==> src/rtl/apb_bridge_fsm_param.sv <==
// APB master controller for the AHB-to-APB bridge.
// Each accepted AHB transfer becomes one APB SETUP/ACCESS sequence. The block
// also handles PREADY wait states, PSLVERR, an optional wait-state timeout,
// decode errors and the two-cycle AHB ERROR response.
// Every output is decoded from the state register or taken from a holding
// register, so there is no combinational path from any input to any output.
module apb_bridge_fsm_param #(
  parameter int ADDR_W  = 32,
  parameter int DATA_W  = 32,
  parameter int NUM_SLV = 3,
  parameter int TIMEOUT = 16
) (
  input  logic               HCLK,
  input  logic               HRESETn,
  input  logic               VALID,
  input  logic               HWRITE,
  input  logic [ADDR_W-1:0]  HADDR,
  input  logic [NUM_SLV-1:0] TSELx,
  input  logic [DATA_W-1:0]  HWDATA,
  input  logic [DATA_W-1:0]  PRDATA,
  input  logic               PREADY,
  input  logic               PSLVERR,
  output logic [NUM_SLV-1:0] PSELx,
  output logic               PENABLE,
  output logic               PWRITE,
  output logic [ADDR_W-1:0]  PADDR,
  output logic [DATA_W-1:0]  PWDATA,
  output logic               HREADY_OUT,
  output logic [DATA_W-1:0]  HRDATA,
  output logic [1:0]         HRESP
);

  // The wait counter is at least one bit wide. With TIMEOUT=0 it is never
  // compared, but keeping it one bit wide avoids a zero-width vector.
  localparam int CNT_W = (TIMEOUT > 0) ? $clog2(TIMEOUT + 1) : 1;
  localparam logic [CNT_W-1:0] CNT_LAST = (TIMEOUT > 0) ? CNT_W'(TIMEOUT - 1) : '0;
  localparam logic [CNT_W-1:0] CNT_MAX  = '1;

  typedef enum logic [2:0] {
    IDLE,
    WWAIT,
    SETUP,
    ACCESS,
    ERR1,
    ERR2
  } state_t;

  state_t             state;
  state_t             next_state;
  logic [NUM_SLV-1:0] sel_q;
  logic [CNT_W-1:0]   wait_cnt;
  logic               accept;

  // A new request is taken only in the two states that show HREADY_OUT=1.
  assign accept = VALID && ((state == IDLE) || (state == ERR2));

  // State register, asynchronously forced to IDLE by reset.
  always_ff @(posedge HCLK or posedge HRESETn) begin
    if (HRESETn) begin
      state <= IDLE;
    end else begin
      state <= next_state;
    end
  end

  // Next-state selection and decoding of the state-only outputs.
  always_comb begin
    next_state = state;
    HREADY_OUT = 1'b0;
    HRESP      = 2'b00;
    PENABLE    = 1'b0;
    PSELx      = '0;
    case (state)
      IDLE, ERR2: begin
        HREADY_OUT = 1'b1;
        if (state == ERR2) begin
          HRESP = 2'b01;
        end
        if (VALID) begin
          if (!$onehot(TSELx)) begin
            next_state = ERR1;
          end else if (HWRITE) begin
            next_state = WWAIT;
          end else begin
            next_state = SETUP;
          end
        end else begin
          next_state = IDLE;
        end
      end
      WWAIT: begin
        next_state = SETUP;
      end
      SETUP: begin
        PSELx      = sel_q;
        next_state = ACCESS;
      end
      ACCESS: begin
        PSELx   = sel_q;
        PENABLE = 1'b1;
        if (PREADY) begin
          next_state = PSLVERR ? ERR1 : IDLE;
        end else if ((TIMEOUT > 0) && (wait_cnt == CNT_LAST)) begin
          next_state = ERR1;
        end
      end
      ERR1: begin
        HRESP      = 2'b01;
        next_state = ERR2;
      end
      default: begin
        next_state = IDLE;
      end
    endcase
  end

  // Request holding registers. They are loaded on acceptance and hold their
  // values through idle periods so that PADDR and PWRITE stay stable.
  always_ff @(posedge HCLK or posedge HRESETn) begin
    if (HRESETn) begin
      PADDR  <= '0;
      PWRITE <= 1'b0;
      sel_q  <= '0;
    end else if (accept) begin
      PADDR  <= HADDR;
      PWRITE <= HWRITE;
      sel_q  <= TSELx;
    end
  end

  // Write data arrives in the cycle after acceptance, which is the WWAIT cycle.
  always_ff @(posedge HCLK or posedge HRESETn) begin
    if (HRESETn) begin
      PWDATA <= '0;
    end else if (state == WWAIT) begin
      PWDATA <= HWDATA;
    end
  end

  // Read data is captured only when a read completes without a slave error.
  always_ff @(posedge HCLK or posedge HRESETn) begin
    if (HRESETn) begin
      HRDATA <= '0;
    end else if ((state == ACCESS) && PREADY && !PSLVERR && !PWRITE) begin
      HRDATA <= PRDATA;
    end
  end

  // Wait-state counter: cleared in SETUP, and incremented on each PREADY=0
  // ACCESS cycle. It saturates rather than wrapping around.
  always_ff @(posedge HCLK or posedge HRESETn) begin
    if (HRESETn) begin
      wait_cnt <= '0;
    end else if (state == SETUP) begin
      wait_cnt <= '0;
    end else if ((state == ACCESS) && !PREADY && (wait_cnt != CNT_MAX)) begin
      wait_cnt <= wait_cnt + CNT_W'(1);
    end
  end

endmodule

==> config.mk <==
export PLATFORM = sky130hd
export DESIGN_NAME = apb_bridge_fsm_param
export DESIGN_NICKNAME = d
export VERILOG_FILES = /design/src/rtl/apb_bridge_fsm_param.sv
export SDC_FILE = /design/constraint.sdc
export NUM_CORES = 1
export LEC_CHECK = 0
export CORE_MARGIN = 5
export CORE_UTILIZATION = 37
export CTS_CLUSTER_DIAMETER = 80
export DETAILED_ROUTE_END_ITERATION = 12
export PLACE_DENSITY_LB_ADDON = 0.1
export RECOVER_POWER = 50
export SYNTH_ARGS = -nofsm -noshare
export SYNTH_HDL_FRONTEND = slang
export SYNTH_SLANG_ARGS = --single-unit
==> constraint.sdc <==
create_clock -name HCLK -period 3.5 [get_ports HCLK]
set_input_delay 0.7 -clock HCLK [delete_from_list [all_inputs] [get_ports HCLK]]
set_output_delay 0.7 -clock HCLK [all_outputs]
set_load 0.02 [all_outputs]
; ---- Word level (Yosys, flattened, before mapping)
; Index checks and enable logic that the tools add are counted.
[word_totals]
reg_bits = 108
output_inout_bits = 104
word_cells = 47
[classes]
add_sub_neg = 3
n_eq_ne = 9
n_mux = 14
reduce_logical = 14
[op_table]
columns = operator, n
row1 = $mux W3, 6
row2 = $pmux W3 S5, 1
row3 = $mux W5, 2
row4 = $eq A3 B2 Y1 const B, 2
row5 = $eq A3 B3 Y1 const B, 2
row6 = $logic_and A1 B1 Y1, 6
row7 = $add A5 B1 Y5 const B, 1
row8 = $eq A5 B4 Y1 const B, 1
row9 = $ne A5 B5 Y1 const B, 1
row10 = $reduce_or A2 Y1, 2
row11 = $eq A3 B1 Y1 const B, 1
row12 = $logic_not A1 Y1, 3
row13 = $logic_not A3 Y1, 1
row14 = $mux W1, 3
row15 = $ne A3 B3 Y1 const B, 1
row16 = $add A1 B1 Y2, 1
row17 = $add A2 B1 Y2, 1
row18 = $eq A2 B1 Y1 const B, 1
row19 = $mux W2, 1
row20 = $pmux W1 S2, 1
row21 = $reduce_bool A2 Y1, 1
row22 = $logic_or A1 B1 Y1, 1

; ---- Longest topological paths before layout
; Gate-level depths: netlist of run 1.
[depth]
depth_word = 6
ltp_mapped = 6

; ---- Worst setup path after synthesis of run 1
; Ideal clock, no wire load.
[synth_path]
path_kind = input-to-reg
from = in PSLVERR
to = reg HRDATA[0]
setup_ps = 125
arrival_ps = 1791
t_required_ps = 3375
setup_slack_ps = 1584
cell_stages = 4
cell_sequence = or4b_4 > buf_6 > buf_12 > mux2_4
[synth_via]
elab_chain_cells = 3
[synth_rtl]
columns = item, line
row1 = from (decl), 22  ; input logic PSLVERR,
row2 = $logic_not A1 Y1, 144  ; end else if ((state == ACCESS) && PREADY && !PSLVERR && !PWRITE) begin
row3 = $logic_and A1 B1 Y1 (2 in series), 144
row4 = to (signal assigned), 143  ; HRDATA <= '0;
row5 = to (signal assigned), 145  ; HRDATA <= PRDATA;
row6 = to (decl), 29  ; output logic [DATA_W-1:0] HRDATA,
; Every way passes these cells.
; A chain may end at the register's enable or synchronous reset.

; ---- Worst setup path after layout of run 1
[layout_path]
from = reg state[1]
to = out PSELx[0]
[layout_via]
elab_chain_cells = 3
word_cells_on_any_way = 4
[layout_rtl]
columns = item, line
row1 = from (decl), 48  ; state_t state;
row2 = from (signal assigned), 62  ; state <= next_state;
row3 = $eq A3 B2 Y1, 73  ; case (state)
row4 = $reduce_or A2 Y1 (no source line) (*), -
row5 = $mux W3 (*), 73
row6 = to (decl), 23  ; output logic [NUM_SLV-1:0] PSELx,
; Every way passes the cells marked *; elsewhere a longest branch is shown, timed or not.

==> results.ini, run 1 <==
[critical_path]
worstPathCellList = nor2b_1, and2_1, clkdlybuf4s50_1
cp-start-kind = flip-flop
required_ns = 2.80
criticalPathCategory = flip-flop to output pin
cp_max_fo = 9
crit_slowest_cell = clkdlybuf4s50_1
arrival_ns = 2.02
slowest_delay_ns = 0.62
cp-end-kind = output pin
rrSetupSlack_ns = 0.85

[synth]
ys_seq_area_share_pct = 60.3
ys_seq_elements = 108
synthArstFlopShare_pct = 100
synth_edf_count = 0
ys.warnings.count = 0
syn_inst = 278
synthFlopType = dfrtp_1
synth.distinct_cells = 38
yosysMostFrequentCell = dfrtp_1
synth_area_leaders = dfrtp_1 60%, mux2_2 18%, mux2_4 10%, buf_12 1.3%, mux2i_1 1.3%
synthesis.nets = 387
syn_area_sq_um = 4490
synth_common_cells = 108 x dfrtp_1, 70 x mux2_2, 30 x mux2_4
yosys.area.top_type = dfrtp_1
syn_avg_cell_area_sq_um = 16.1
synth_top_area_share_pct = 60.3

[clock_tree]
htreeDepth = 3
clock-sinks = 108
cts.hold.buffers_added = 0
clkTransAtPathRegs_ns = 0.07
cts_resized = 0
cts_setup_buffers = 0
cts_buffers = 9
clk_latency_ns = 0.35
cts_root_buffer = clkbuf_16
cts_tree = yes
clk_path_buf_depth = 2

[worst_hold_path]
hold_class = flip-flop to flip-flop

[sta]
maxSlewHeadroom_pct = -21.1
tightest_slew_ns = 1.82
post-route-period-util_pct = 77.6
grt_setup_unrepaired = false
finalHoldViolCount = 0
drv_slew = 33
max_clock_freq_ghz = 0.368
fin_crit_ns = 2.72
skew_ns = 0.00461
finalSetupViolations = 0
final.setup.tns_ns = 0

[layout]
nFillCells = 996
multi_input_area_sq_um = 1600
drive_above_1_share_pct = 24.8
syn2layout_area_growth_pct = 54.0
final_nets = 593
finalNonFillerCells = 635
regArea_sq_um = 2700
final_util_pct = 57.8

[placement]
io_buffers = 207
placed_cells = 620
gp_congestion = 0.752
dp_hpwl_mm = 7.95

[grt]
grt_pass1_wl_mm = 17.1
grt_pass1_vias = 3177
grt_max_degree = 109
antenna_found_initial = 1
grt-ovfl-total = 0
grt_usage_pct = 15.3

[power_and_ir_drop]
clockPowerShare_pct = 15.5
internal_power_uw = 4300
sw_frac_of_total_pct = 34.4
power.switching_uw = 2260
vdd_drop_max_mv = 0.521
power_frac_comb_pct = 50.7
power.density_nw_per_um2 = 949
p_leak_uw = 0.00303
seqPwrFrac_pct = 33.8

[drt]
wire_per_inst_um = 17.3
drt_wl_total_mm = 11.0
drtIter0Drc = 114
detail_route.first_pass.iterations = 6
via_per_inst = 4.72
postRouteAntennaNets = 0
drc_errors = 0
vias = 2995

[die]
die_x_um = 120
rows = 40
fp.coreArea_sq_um = 12000
die_h_um = 120
design.die.area_sq_um = 14400
io_pins = 209
start_util_pct = 37.5

[outcome]
run_status = finished, violations left
violations = capacitance limit, slew limit

[job]
drv_cap = 1

-- power by group through the flow --
| stage | clock, uW | combinational [uW] | sequential [uW] |
|---|---|---|---|
| after floorplan | 0 | 1170 | 2900 |
| after global placement | 0 | 3370 | 2220 |
| after detailed placement | 0 | 3410 | 2250 |
| after CTS | 1060 | 3410 | 2240 |
| after global routing | 1110 | 3510 | 2310 |
| final | 1020 | 3330 | 2220 |
-- metal layers --
layer	global-route usage (%)	share of wire [%]
met1	18.3	41
met2	23.3	46
met3	8.39	12
met4	5.44	1.8
met5	0	0
-- cell usage in the layout (no fill, tap or decap), drive strengths merged, types with 2 or more instances in the layout --
cell type	n
inv	7
ha	3
dlygate4sd3	13
o21ai	3
nor2	2
and2	3
mux2	100
clkbuf	14
nand2	5
nor3b	3
nor2b	2
dfrtp	108
nand2b	3
clkdlybuf4s50	194
mux2i	6
-- cell families after synthesis --
group                      count (synthesis)  share of synthesized area [%]
and+or+nand+nor                           29                           4.55
xor gates and xnor gates                   1                          0.195
buffers and inverters                     23                           3.82
DFF                                      108                           60.3
AOI/OAI and AO/OA                          6                          0.865
muxes                                    106                           29.0
other                                      1                         0.0836
adders and majority gates                  4                           1.28
-- worst paths after layout --
kind / startpoint / end / depth (start not counted)
max: state[1] / PSELx[0] / 3
min: PADDR[16] / PADDR[16] / 1
max reg2reg: state[1] / PWDATA[1] / 3
min reg2reg: PADDR[16] / PADDR[16] / 1
max in group asynchronous: HRESETn / wait_cnt[3] / 3
min in group asynchronous: HRESETn / HRDATA[2] / 3
-- worst max-delay path: cells and delay by family (launching register included) --
kind,cells,cell delay [ns]
flip-flops,1,0.56
AND/OR/NAND/NOR,2,0.49
buffers and inverters,1,0.62
-- metrics by stage --
stage	hold slack (ns)	area, sq um	power [uW]	setup slack (ns)
global placement	0.482	6650	5580	0.908
global route	0.519	6910	6920	0.589
CTS	0.509	6940	6710	0.729
finish	0.500	6910	6560	0.783
floorplan	0.463	4490	4070	1.50
detailed placement	0.491	6650	5650	0.874
-- cell type report --
type	instances	area share, %
tap	147	2.66
timing repair buffer	210	30.3
inverter	8	0.489
antenna	1	0.0362
clock inverter	2	0.507
sequential	108	39.1
clock buffer	12	3.71
multi-input combinational	147	23.2
-- state kept, by name, indices dropped and copies added, names as in the netlist --
register and flops:
sel_q 3, PWDATA 32, state 3, wait_cnt 5, PADDR 32, HRDATA 32, PWRITE 1
(Power assumes the default switching activity.)
==> inputs of run 2 (changes only) <==
==> constraint.sdc (replaced) <==
create_clock -name HCLK -period 2.4 [get_ports HCLK]
set_input_delay 0.48 -clock HCLK [delete_from_list [all_inputs] [get_ports HCLK]]
set_output_delay 0.48 -clock HCLK [all_outputs]
set_load 0.02 [all_outputs]
==> results.ini, run 2 (same netlist as run 1, synthesis figures left out) <==
[outcome]
run_status = finished, final reports clean

[critical_path]
worstPathCellList = nor2b_2, and2_1, clkdlybuf4s50_1
crit_slowest_cell = clkdlybuf4s50_1
cp-start-kind = flip-flop
slowest_delay_ns = 0.61  ; about the same
cp-end-kind = output pin
critical-path-top-delay-family = buffers and inverters
cp_max_fo = 8  ; -1
criticalPathCategory = flip-flop to output pin
arrival_ns = 1.75  ; -0.27 ns
critPathBufInv = 1  ; unchanged
required_ns = 1.92  ; -0.88 ns

[drt]
wl_met3_mm = 1.30  ; +1.2%
detail_route.first_pass.iterations = 2  ; -4
routed.top_layer = met4
wl_met2_mm = 5.15  ; +2.7%
met1_length_mm = 4.53  ; +1.4%
drtIter0Drc = 114  ; unchanged
postRouteAntennaNets = 0  ; unchanged
drc_errors = 0  ; unchanged
wire_per_inst_um = 17.5  ; +1.3%
via_per_inst = 4.73  ; +0.25%
vias = 3031  ; +1.2%
drt_wl_total_mm = 11.2  ; +2.2%

[power_and_ir_drop]
clockPowerShare_pct = 16.3  ; +0.8 points
seqPwrFrac_pct = 32.9  ; -0.9 points
power_uw = 9720  ; +48%
power.density_nw_per_um2 = 1390  ; +47%
vdd_drop_max_mv = 0.651  ; +25%
p_leak_uw = 0.00310  ; +2.2%
sw_frac_of_total_pct = 34.1  ; -0.29 points
power_frac_comb_pct = 50.8  ; about the same
power.switching_uw = 3320  ; +47%
internal_power_uw = 6410  ; +49%

[layout]
final_common_cell = clkdlybuf4s50_1
syn2layout_area_growth_pct = 55.8
n_antenna_cell = 0  ; -1
drive_above_1_share_pct = 26.3  ; +1.5 points
final_nets = 598  ; +0.84%
top_regs = HRDATA x32, PADDR x32, PWDATA x32
design_area_sq_um = 6990  ; +1.1%
finalNonFillerCells = 641  ; +0.94%
final_cell_mix = 204 x clkdlybuf4s50_1, 108 x dfrtp_1, 70 x mux2_2

[sta]
finalSetupViolations = 0  ; unchanged
maxSlewHeadroom_pct = 33.1  ; +54 points
tightest_slew_ns = 0.998  ; -0.819 ns
fin_crit_ns = 2.23
drv_slew = 0  ; -100%
final.setup.tns_ns = 0  ; unchanged
post-route-period-util_pct = 92.9
fin_hold_ws_ns = 0.502  ; +0.00217 ns
finalHoldViolCount = 0  ; unchanged
grt_setup_unrepaired = false
max_clock_freq_ghz = 0.448
skew_ns = 0.00552  ; +0.000905 ns

[clock_tree]
cts_buffers = 9  ; unchanged
clkTransAtPathRegs_ns = 0.07  ; about the same
clk_path_buf_depth = 2  ; unchanged
htreeDepth = 3  ; unchanged
clock-sinks = 108  ; unchanged
cts_root_buffer = clkbuf_16
cts_tree = yes
cts.hold.buffers_added = 0  ; unchanged
clk_latency_ns = 0.35  ; about the same

[placement]
placed_area_sq_um = 6730  ; +1.1%
dp_hpwl_mm = 8.39  ; +5.5%
io_buffers = 207  ; unchanged
gp_congestion = 0.722  ; -4.0%
placed_cells = 625  ; +0.81%

[job]
drv_cap = 0  ; -1

[die]
fp.coreArea_sq_um = 12000  ; unchanged
design.die.area_sq_um = 14400  ; unchanged
die_h_um = 120  ; unchanged
start_util_pct = 37.5  ; unchanged
rows = 40  ; unchanged
die_x_um = 120  ; unchanged
io_pins = 209  ; unchanged

[grt]
grt_pass1_wl_mm = 17.4  ; +2.2%
grt_usage_pct = 15.7  ; +0.33 points
grt_max_degree = 46  ; -58%
antenna_found_initial = 0  ; -1
grt-ovfl-total = 0  ; unchanged
grt_pass1_vias = 3333  ; +4.9%

[worst_hold_path]
hold_class = flip-flop to flip-flop

## run 2: cell types whose count changed in the layout (fill, tap and decap cells not counted), sizes merged
cell / delta
clkdlybuf4s50: +10
dlymetal6s2s: +2
buf: +2
dlygate4sd3: -12
bufinv: +1
clkinv: +2
clkbuf: +2
diode: -1
## run 2: per-stage QoR
| step | setup slack [ns] | utilization (%) |
|---|---|---|
| after floorplan | 0.575 | - |
| after global placement | 0.209 | 56.2 |
| after detailed placement | 0.149 | 56.2 |
| after CTS | 0.0163 | 59.0 |
| after global routing | 0.0769 | 58.4 |
| final | 0.169 | 58.4 |
## run 2: path summary, 6_finish.rpt
check | startpoint | end | slack, ns | cells after the start
max in group asynchronous | HRESETn | PADDR[27] | 0.46 | 3
min | sel_q[0] | sel_q[0] | 0.50 | 1
min reg2reg | sel_q[0] | sel_q[0] | 0.50 | 1
min in group asynchronous | HRESETn | HRDATA[19] | 0.76 | 2
max reg2reg | state[1] | PADDR[30] | 0.30 | 5
max | state[2] | PSELx[1] | 0.17 | 3
## run 2: per-layer routing
metal	vias up	GRT usage [%]
met4	0	6.80
met3	15	7.54
met2	133	24.4
met5	-	0
li1	1381	-
met1	1502	18.4
## run 2: cell type report
type                       instances  area (sq um)
clock buffer                      11           243
clock inverter                     5          75.1
fill                             979          4970
inverter                           8          31.3
multi-input combinational        147          1610
sequential                       108          2700
tap                              147           184
timing repair buffer             215          2140
## run 2: power by group through the flow
stage | registers (uW) | clock network [uW] | logic (uW)
3_3_place_gp | 3200 | 0 | 5010
6_report | 3200 | 1590 | 4940
4_1_cts | 3220 | 1640 | 5100
5_1_grt | 3320 | 1710 | 5220
2_1_floorplan | 4230 | 0 | 1710
3_5_place_dp | 3230 | 0 | 5080
## run 2: what timing repair did
item,4_1_cts,5_1_grt
endpoints found under the setup margin,1,2
pin swaps,0,0
gates resized for setup,2,2
setup buffers,0,0
